[config.mk]
export PLATFORM = sky130hd
export DESIGN_NAME = fixedpoint_divider
export DESIGN_NICKNAME = d
export VERILOG_FILES = /design/src/rtl/fixedpoint_divider.sv
export SDC_FILE = /design/constraint.sdc
export NUM_CORES = 1
export LEC_CHECK = 0
export ABC_AREA = 1
export BUFFER_PORTS_ARGS = -buffer_cell sky130_fd_sc_hd__buf_4
export CORE_MARGIN = 2
export CORE_UTILIZATION = 40
export CTS_BUF_LIST = sky130_fd_sc_hd__clkbuf_4
export CTS_CLUSTER_SIZE = 20
export DETAILED_ROUTE_END_ITERATION = 12
export PLACE_DENSITY = 0.7
export SLEW_MARGIN = 5
export SYNTH_ARGS = -nofsm -noshare
export SYNTH_HDL_FRONTEND = slang
export SYNTH_SLANG_ARGS = --single-unit
[constraint.sdc]
create_clock -name clk_i -period 1.95 [get_ports clk_i]
set_clock_uncertainty 0.15 [all_clocks]
set_input_delay 0.2925 -clock clk_i [delete_from_list [all_inputs] [get_ports clk_i]]
set_output_delay 0.2925 -clock clk_i [all_outputs]
set_load 0.05 [all_outputs]
[src/rtl/fixedpoint_divider.sv]
// Sequential signed restoring divider: full-width dividend by narrow divisor,
// truncating toward zero, with saturation and divide-by-zero flags.
module fixedpoint_divider #(
  parameter int WIDTH_INPUT  = 16,
  parameter int WIDTH_OUTPUT = 32
) (
  input  logic                    clk_i,
  input  logic                    rst_ni,
  input  logic                    valid_i,
  output logic                    ready_o,
  input  logic [WIDTH_OUTPUT-1:0] dividend_i,
  input  logic [WIDTH_INPUT-1:0]  divisor_i,
  output logic                    valid_o,
  input  logic                    ready_i,
  output logic [WIDTH_INPUT-1:0]  quotient_o,
  output logic [WIDTH_INPUT-1:0]  remainder_o,
  output logic                    overflow_o,
  output logic                    div_zero_o
);

  localparam int WI    = WIDTH_INPUT;
  localparam int WO    = WIDTH_OUTPUT;
  localparam int CNT_W = $clog2(WIDTH_INPUT + 1);

  typedef enum logic [1:0] {IDLE, CALC, FIX, DONE} state_t;

  state_t state_q, state_d;

  // Most positive / most negative representable quotient.
  function automatic logic [WI-1:0] sat_limit(input logic neg);
    return neg ? {1'b1, {(WI-1){1'b0}}} : {1'b0, {(WI-1){1'b1}}};
  endfunction

  function automatic logic [WI-1:0] apply_sign(input logic [WI-1:0] mag, input logic neg);
    return neg ? (~mag + WI'(1)) : mag;
  endfunction

  function automatic logic quot_ovf(input logic [WI-1:0] mag, input logic neg);
    return neg ? (mag[WI-1] && (|mag[WI-2:0])) : mag[WI-1];
  endfunction

  logic signed [WO-1:0] dividend_s;
  logic signed [WI:0]   divisor_s;
  logic [WO-1:0]        n_abs;
  logic [WI:0]          d_abs;
  logic                 early_ovf;

  assign dividend_s = dividend_i;
  assign divisor_s  = {divisor_i[WI-1], divisor_i};
  assign n_abs      = dividend_s[WO-1] ? (~dividend_i + WO'(1)) : dividend_i;
  assign d_abs      = divisor_s[WI] ? (~divisor_s + (WI+1)'(1)) : divisor_s;
  assign early_ovf  = {1'b0, n_abs} >= {d_abs, {WI{1'b0}}};

  // Operands captured at accept (_p0), iteration state (_p1).
  logic [WI-1:0]    n_low_p0;
  logic [WI:0]      d_mag_p0;
  logic             q_neg_p0;
  logic             r_neg_p0;
  logic             zero_p0;
  logic             eovf_p0;
  logic [WI:0]      rem_p1;
  logic [WI-1:0]    quo_p1;
  logic [CNT_W-1:0] cnt_p1;

  logic [WI+1:0]    trial;
  logic [WI+1:0]    diff;
  logic             take;
  logic             last_step;

  assign trial     = {rem_p1, n_low_p0[WI-1]};
  assign diff      = trial - {1'b0, d_mag_p0};
  assign take      = trial >= {1'b0, d_mag_p0};
  assign last_step = (cnt_p1 == CNT_W'(WI - 1));

  logic [WI-1:0] q_fix;
  logic [WI-1:0] r_fix;
  logic          ovf_fix;
  logic          dz_fix;

  // Zero divisor beats overflow; overflow beats the iterated result.
  always_comb begin
    q_fix   = apply_sign(quo_p1, q_neg_p0);
    r_fix   = apply_sign(rem_p1[WI-1:0], r_neg_p0);
    ovf_fix = 1'b0;
    dz_fix  = 1'b0;
    if (zero_p0) begin
      q_fix  = sat_limit(r_neg_p0);
      r_fix  = '0;
      dz_fix = 1'b1;
    end else if (eovf_p0 || quot_ovf(quo_p1, q_neg_p0)) begin
      q_fix   = sat_limit(q_neg_p0);
      r_fix   = '0;
      ovf_fix = 1'b1;
    end
  end

  assign ready_o = (state_q == IDLE);

  always_ff @(posedge clk_i or negedge rst_ni) begin
    if (!rst_ni) state_q <= IDLE;
    else         state_q <= state_d;
  end

  always_comb begin
    state_d = state_q;
    case (state_q)
      IDLE:    if (valid_i) state_d = CALC;
      CALC:    if (last_step) state_d = FIX;
      FIX:     state_d = DONE;
      DONE:    if (ready_i) state_d = IDLE;
      default: state_d = IDLE;
    endcase
  end

  always_ff @(posedge clk_i or negedge rst_ni) begin
    if (!rst_ni) begin
      n_low_p0    <= '0;
      d_mag_p0    <= '0;
      q_neg_p0    <= 1'b0;
      r_neg_p0    <= 1'b0;
      zero_p0     <= 1'b0;
      eovf_p0     <= 1'b0;
      rem_p1      <= '0;
      quo_p1      <= '0;
      cnt_p1      <= '0;
      valid_o     <= 1'b0;
      quotient_o  <= '0;
      remainder_o <= '0;
      overflow_o  <= 1'b0;
      div_zero_o  <= 1'b0;
    end else begin
      case (state_q)
        // Accept: the upper half of |N| seeds the partial remainder, so the
        // WI steps consume only the lower half.
        IDLE: if (valid_i) begin
          n_low_p0 <= n_abs[WI-1:0];
          d_mag_p0 <= d_abs;
          q_neg_p0 <= dividend_s[WO-1] ^ divisor_s[WI];
          r_neg_p0 <= dividend_s[WO-1];
          zero_p0  <= (divisor_i == '0);
          eovf_p0  <= early_ovf;
          rem_p1   <= {1'b0, n_abs[WO-1:WI]};
          quo_p1   <= '0;
          cnt_p1   <= '0;
        end
        // One restoring step per cycle.
        CALC: begin
          rem_p1   <= take ? diff[WI:0] : trial[WI:0];
          quo_p1   <= {quo_p1[WI-2:0], take};
          n_low_p0 <= {n_low_p0[WI-2:0], 1'b0};
          cnt_p1   <= cnt_p1 + CNT_W'(1);
        end
        // Result registers only change here.
        FIX: begin
          quotient_o  <= q_fix;
          remainder_o <= r_fix;
          overflow_o  <= ovf_fix;
          div_zero_o  <= dz_fix;
          valid_o     <= 1'b1;
        end
        DONE: if (ready_i) valid_o <= 1'b0;
        default: ;
      endcase
    end
  end

endmodule
# ---- Yosys cells after proc, flatten, opt, wreduce, memory -nomap -nowiden
# Cells that the tools add are included.
dict set report totals {
  reg_bits 112
  latch_bits 0
  mem_bits_rw 0
  rom_bits 0
  inputBits 52
  out_inout_bits 36
  elab_cells 75
  memories 0
}
dict set report classes {
  addsub 6
  mul 0
  div 0
  magnitude_cmp 2
  eq_ne 7
  shift 0
  muxes 29
  n_bitwise 5
  n_reduce_logical 11
}
# cell n
set ops {}
lappend ops {{$mux W16} 10}
lappend ops {{$pmux W16 S2} 2}
lappend ops {{$mux W17} 3}
lappend ops {{$pmux W17 S2} 1}
lappend ops {{$ge A32 B33 Y1} 1}
lappend ops {{$add A16 B1 Y16 const B} 2}
lappend ops {{$add A32 B1 Y32 const B} 1}
lappend ops {{$mux W32} 1}
lappend ops {{$not A16 Y16} 2}
lappend ops {{$not A32 Y32} 1}
lappend ops {{$ge A18 B17 Y1} 1}
lappend ops {{$add A17 B2 Y17 const B} 1}
lappend ops {{$not A16 Y17} 1}
lappend ops {{$sub A17 B17 Y17} 1}
lappend ops {{$logic_not A16 Y1} 1}
lappend ops {{$reduce_or A15 Y1} 1}
lappend ops {{$pmux W5 S2} 1}
lappend ops {{$pmux W2 S4} 1}
lappend ops {{$mux W2} 3}
lappend ops {{$ne A2 B2 Y1 const B} 3}
lappend ops {{$reduce_and A2 Y1} 3}
lappend ops {{$add A5 B1 Y5 const B} 1}
lappend ops {{$eq A5 B4 Y1 const B} 1}
lappend ops {{$mux W1} 5}
lappend ops {{10 further kinds} 12}

# ---- Logic depth before layout (Yosys ltp)
dict set report depth {
  word_depth 6
  mapped_depth 21
  mapped_depth_nobuf 21
}

# ---- Least setup slack after synthesis
# No wires, ideal clock.
dict set report synth_path {
  path_type {in2reg}
  startpoint {in dividend_i[0]}
  endpoint {reg eovf_p0}
  setup_time_ps 77
  arrival_ps 2426
  t_required_ps 1723
  slack_ps -703
  stages 20
  path_buffers 0
  path_cell_list {inv_1 > ha_1 > nand2_1 > nor2_1 > nand4_1 > nand2_1 > nand2_1 > xor2_1 > inv_1 > ha_1 > nand2_1 > nor3_1 > nand2_1 > nor2_1 > nand2_1 > nor2_1 > nand2_1 > nor2_1 > nand2_1 > a21oi_1}
}
dict set report synth_via {
  elab_chain_cells 4
}
# item line
set synth_lines {}
lappend synth_lines {{start: declaration} 11} ;# input logic [WIDTH_OUTPUT-1:0] dividend_i,
lappend synth_lines {{$not A32 Y32} 50} ;# assign n_abs = dividend_s[WO-1] ? (~dividend_i + WO'(1)) : dividend_i;
lappend synth_lines {{$add A32 B1 Y32} 50}
lappend synth_lines {{$mux W32 *} 50}
lappend synth_lines {{$ge A32 B33 Y1 *} 52} ;# assign early_ovf = {1'b0, n_abs} >= {d_abs, {WI{1'b0}}};
lappend synth_lines {{end signal: assignment} 141} ;# eovf_p0 <= early_ovf;
lappend synth_lines {{end: declaration} 60} ;# logic eovf_p0;
# Mark *: on every way between the ends. The rest lies on a longest branch, timed or not.
# A chain may end at the register's enable or synchronous reset.

# ---- Final worst setup path
# Same ends and word-level chain as after synthesis.

==> impl_metrics.env <==
export IMPL_hold_depth=4
export IMPL_gp_congestion=0.9740
export IMPL_clock_root_buffer="clkbuf_4"
export IMPL_io_pins=88
export IMPL_crit_path_start_kind="primary input"
export IMPL_instances_no_fill=1890
export IMPL_syn_inst=1235
export IMPL_antenna_found_initial=1
export IMPL_die_width_um=149.7
export IMPL_grt_total_usage_pct=24.40
export IMPL_drc=0
export IMPL_cts_path_max_buffers=2
export IMPL_worst_path_buf_inv=3
export IMPL_die_area_um2=22410
export IMPL_fin_crit_ns=2.376
export IMPL_die_y_um=149.7
export IMPL_rsz0062_at_grt="true"
export IMPL_fin_crit_sh_pct=121.8
export IMPL_htreeDepth=3
export IMPL_tns_ns=-7.725
export IMPL_max_vdd_ir_drop_uv=862.6
export IMPL_grt_pass1_wl_mm=44.30
export IMPL_crit_arrival_ns=2.63
export IMPL_ys_async_sr_fraction_pct=100.0
export IMPL_synth_flop_cell="dfrtp_1"
export IMPL_viasPerCell=5.194
export IMPL_synth_common_cells="nand2_1 (352), inv_1 (152), nor2_1 (113)"
export IMPL_setup_slack_ns=-0.4260
export IMPL_grt_max_degree=49
export IMPL_crit_cells=19
export IMPL_report_final_slew_viol_count=0
export IMPL_cp_slowest_stage_delay_ns=0.26
export IMPL_nFillCells=1777
export IMPL_slowest_stage="ha_4"
export IMPL_ys_ff_latch=112
export IMPL_synth_most_common_cell="nand2_1"
export IMPL_drt_total_wl_mm=28.96
export IMPL_ys_types=44
export IMPL_cts_sinks=112
export IMPL_hold_viol=0
export IMPL_fin_nets=1707
export IMPL_first_global_vias=9323
export IMPL_rr_worst_depth=12
export IMPL_numCtsBuffers=9
export IMPL_worstPathRequired_ns=2.20
export IMPL_synth_nets=1331
export IMPL_p_leak_uw=0.006635
export IMPL_hold_ws_ns=0.03519
export IMPL_final_layout_size_suffix_gt1_share_pct=40.52
export IMPL_tightestPinTransition_ns=0.5368
export IMPL_seq_area_um2=2810
export IMPL_grt_overflow=0
export IMPL_ys_top_cells_by_area="dfrtp_1 (33%), nand2_1 (16%), inv_1 (6.7%), nand3_1 (6.5%), ha_1 (6.3%)"
export IMPL_synthToLayoutAreaGrowth_pct=54.75
export IMPL_cts_tree="built"
export IMPL_rows=53
export IMPL_core_um2=20960
export IMPL_hpwl_mm=20.56
export IMPL_crit_chain="buf_4, clkinvlp_4, ha_4, nand2_4, nor2_4, nand2_1, nor2_2, nand4_1, nand3b_1, nand2_1, ha_4, nand2_2, buf_4, o21bai_1, a21oi_1, nor3_2, nand3_1, nor2_1, a21oi_2"
export IMPL_clk_pin_slew_ns=0.17
export IMPL_status="complete, but fails checks"
export IMPL_clk_latency_ns=0.50
export IMPL_multiInputGateArea_um2=5983
export IMPL_vias=9816
export IMPL_pwr_density_cell_nw_per_um2=1810
export IMPL_synth_top_cell_area_share_pct=33.01
export IMPL_hp_class="primary input to flop"
export IMPL_dp_slack_ns=-1.021
export IMPL_firstDrtPassIters=7
export IMPL_io_buffers=87
export IMPL_violations="negative setup slack"
export IMPL_cp_top_family="simple AND/OR/NAND/NOR gates"
export IMPL_max_freq_mhz=420.9
export IMPL_synth_seq_area_share_pct=33.01
export IMPL_setup_viol=52
export IMPL_synth_area_um2=8491
export IMPL_drv_cap=0
export IMPL_slew_headroom_pct=63.83
export IMPL_avgSynthCellArea_um2=6.875
export IMPL_synth_edf_count=0
export IMPL_path_class="primary input to flop"
export IMPL_fin_total_pwr_uw=23790
export IMPL_routedWlPerCell_um=15.32
export IMPL_crit_fanout=4
export IMPL_place_inst=1820
export IMPL_drt_iter0_drc=639
export IMPL_synth_top_area_cell="dfrtp_1"
export IMPL_critPathCaptureType="flop"
export IMPL_start_util_pct=40.52
export IMPL_yosysWarningCount=0
export IMPL_ant_nets=0
## worst reg2reg max path: stages (launching register included)
cell and delay [ns]:
dfrtp_1 0.50, ha_1 0.32, nand2_1 0.06, inv_1 0.07, nand4_1 0.10, nor3b_2 0.26, nor2_4 0.11, buf_6 0.14
buf_16 0.13, nand3_1 0.08, nand3_2 0.11, nand3_2 0.11, nand2_1 0.06
## state kept, by name, indices dropped and copies added, names as in the netlist, 2 cells and up
register,flops
d_mag_p0,17
rem_p1,17
n_low_p0,16
quo_p1,16
quotient_o,16
remainder_o,16
cnt_p1,5
state_q,2
## cells by family (layout without fill, tap and decap cells)
kind of cell    after synthesis  count (layout)  share of synthesized area, %
compound gates              190             190                         13.09
xor+xnor                     48              48                         4.951
fa+ha+maj                    44              44                         6.572
buf+inv                     197             575                         9.903
flops                       112             112                         33.01
other cells                   0               1                             0
simple gates                644             645                         32.48
## layout make-up
| type | count | share of cell area [%] |
|---|---|---|
| clock buffers | 10 | 0.5714 |
| well taps | 275 | 2.619 |
| repair inverters | 1 | 0.06666 |
| diodes | 1 | 0.01905 |
| flip-flops and latches | 112 | 21.39 |
| inverters | 161 | 4.800 |
| clock inverters | 4 | 0.4190 |
| multi-input cells | 927 | 45.54 |
| repair buffers | 399 | 24.58 |
## cell usage in the layout, fill, tap and decap left out, types with 12 or more instances in the layout
cell type / n
o21ai_0: 57
nand2_4: 19
buf_6: 15
ha_1: 18
nor2_1: 96
nand3_1: 76
buf_4: 369
inv_2: 25
ha_4: 24
o22ai_1: 20
nand2_1: 298
nor2_4: 14
a21oi_1: 48
nand3_2: 34
inv_1: 127
dfrtp_1: 106
xor2_1: 35
nor2_2: 12
o21ai_2: 14
nand4_1: 23
nand2_2: 37
## stage by stage
step / instance area (um^2) / util, %
6_report: 13140 / 62.70
3_5_place_dp: 11520 / 54.99
3_3_place_gp: 11520 / 54.99
4_1_cts: 12580 / 60.01
5_1_grt: 13140 / 62.70
2_1_floorplan: 8763 / -
## metal layers
metal / track usage (%) / up-vias / routed length, um
met3: 2.530 / 55 / 1694
met5: 0 / - / 0
met4: 6.415 / 0 / 632
li1: - / 4770 / -
met2: 41.77 / 343 / 13980
met1: 32.99 / 4648 / 12650
## report_power, final
| part | internal [uW] | leakage [uW] | switching [uW] |
|---|---|---|---|
| sequential | 3410 | 0.00140 | 701 |
| combinational | 7840 | 0.00516 | 10700 |
| clock | 399 | 0.0000689 | 775 |
## what timing repair did
| item | in CTS | in global routing |
|---|---|---|
| pin swaps | 64 | 50 |
| hold endpoints to repair | 113 | 0 |
| setup endpoints to repair | 44 | 59 |
| gates resized for setup | 140 | 114 |
| setup buffers | 34 | 14 |
| hold buffers | 2 | 0 |
| cloned | 4 | 2 |
## final timing paths
path | from | endpoint | slack [ns]
setup / recovery | dividend_i[0] | eovf_p0 | -0.43
hold / removal | dividend_i[7] | n_low_p0[7] | 0.04
setup reg to reg | rem_p1[0] | rem_p1[4] | -0.35
hold reg to reg | n_low_p0[13] | n_low_p0[13] | 0.35
max in group asynchronous | rst_ni | rem_p1[7] | 0.89
min in group asynchronous | rst_ni | remainder_o[0] | 0.09
Note: power is estimated with default switching activity, not from simulation.
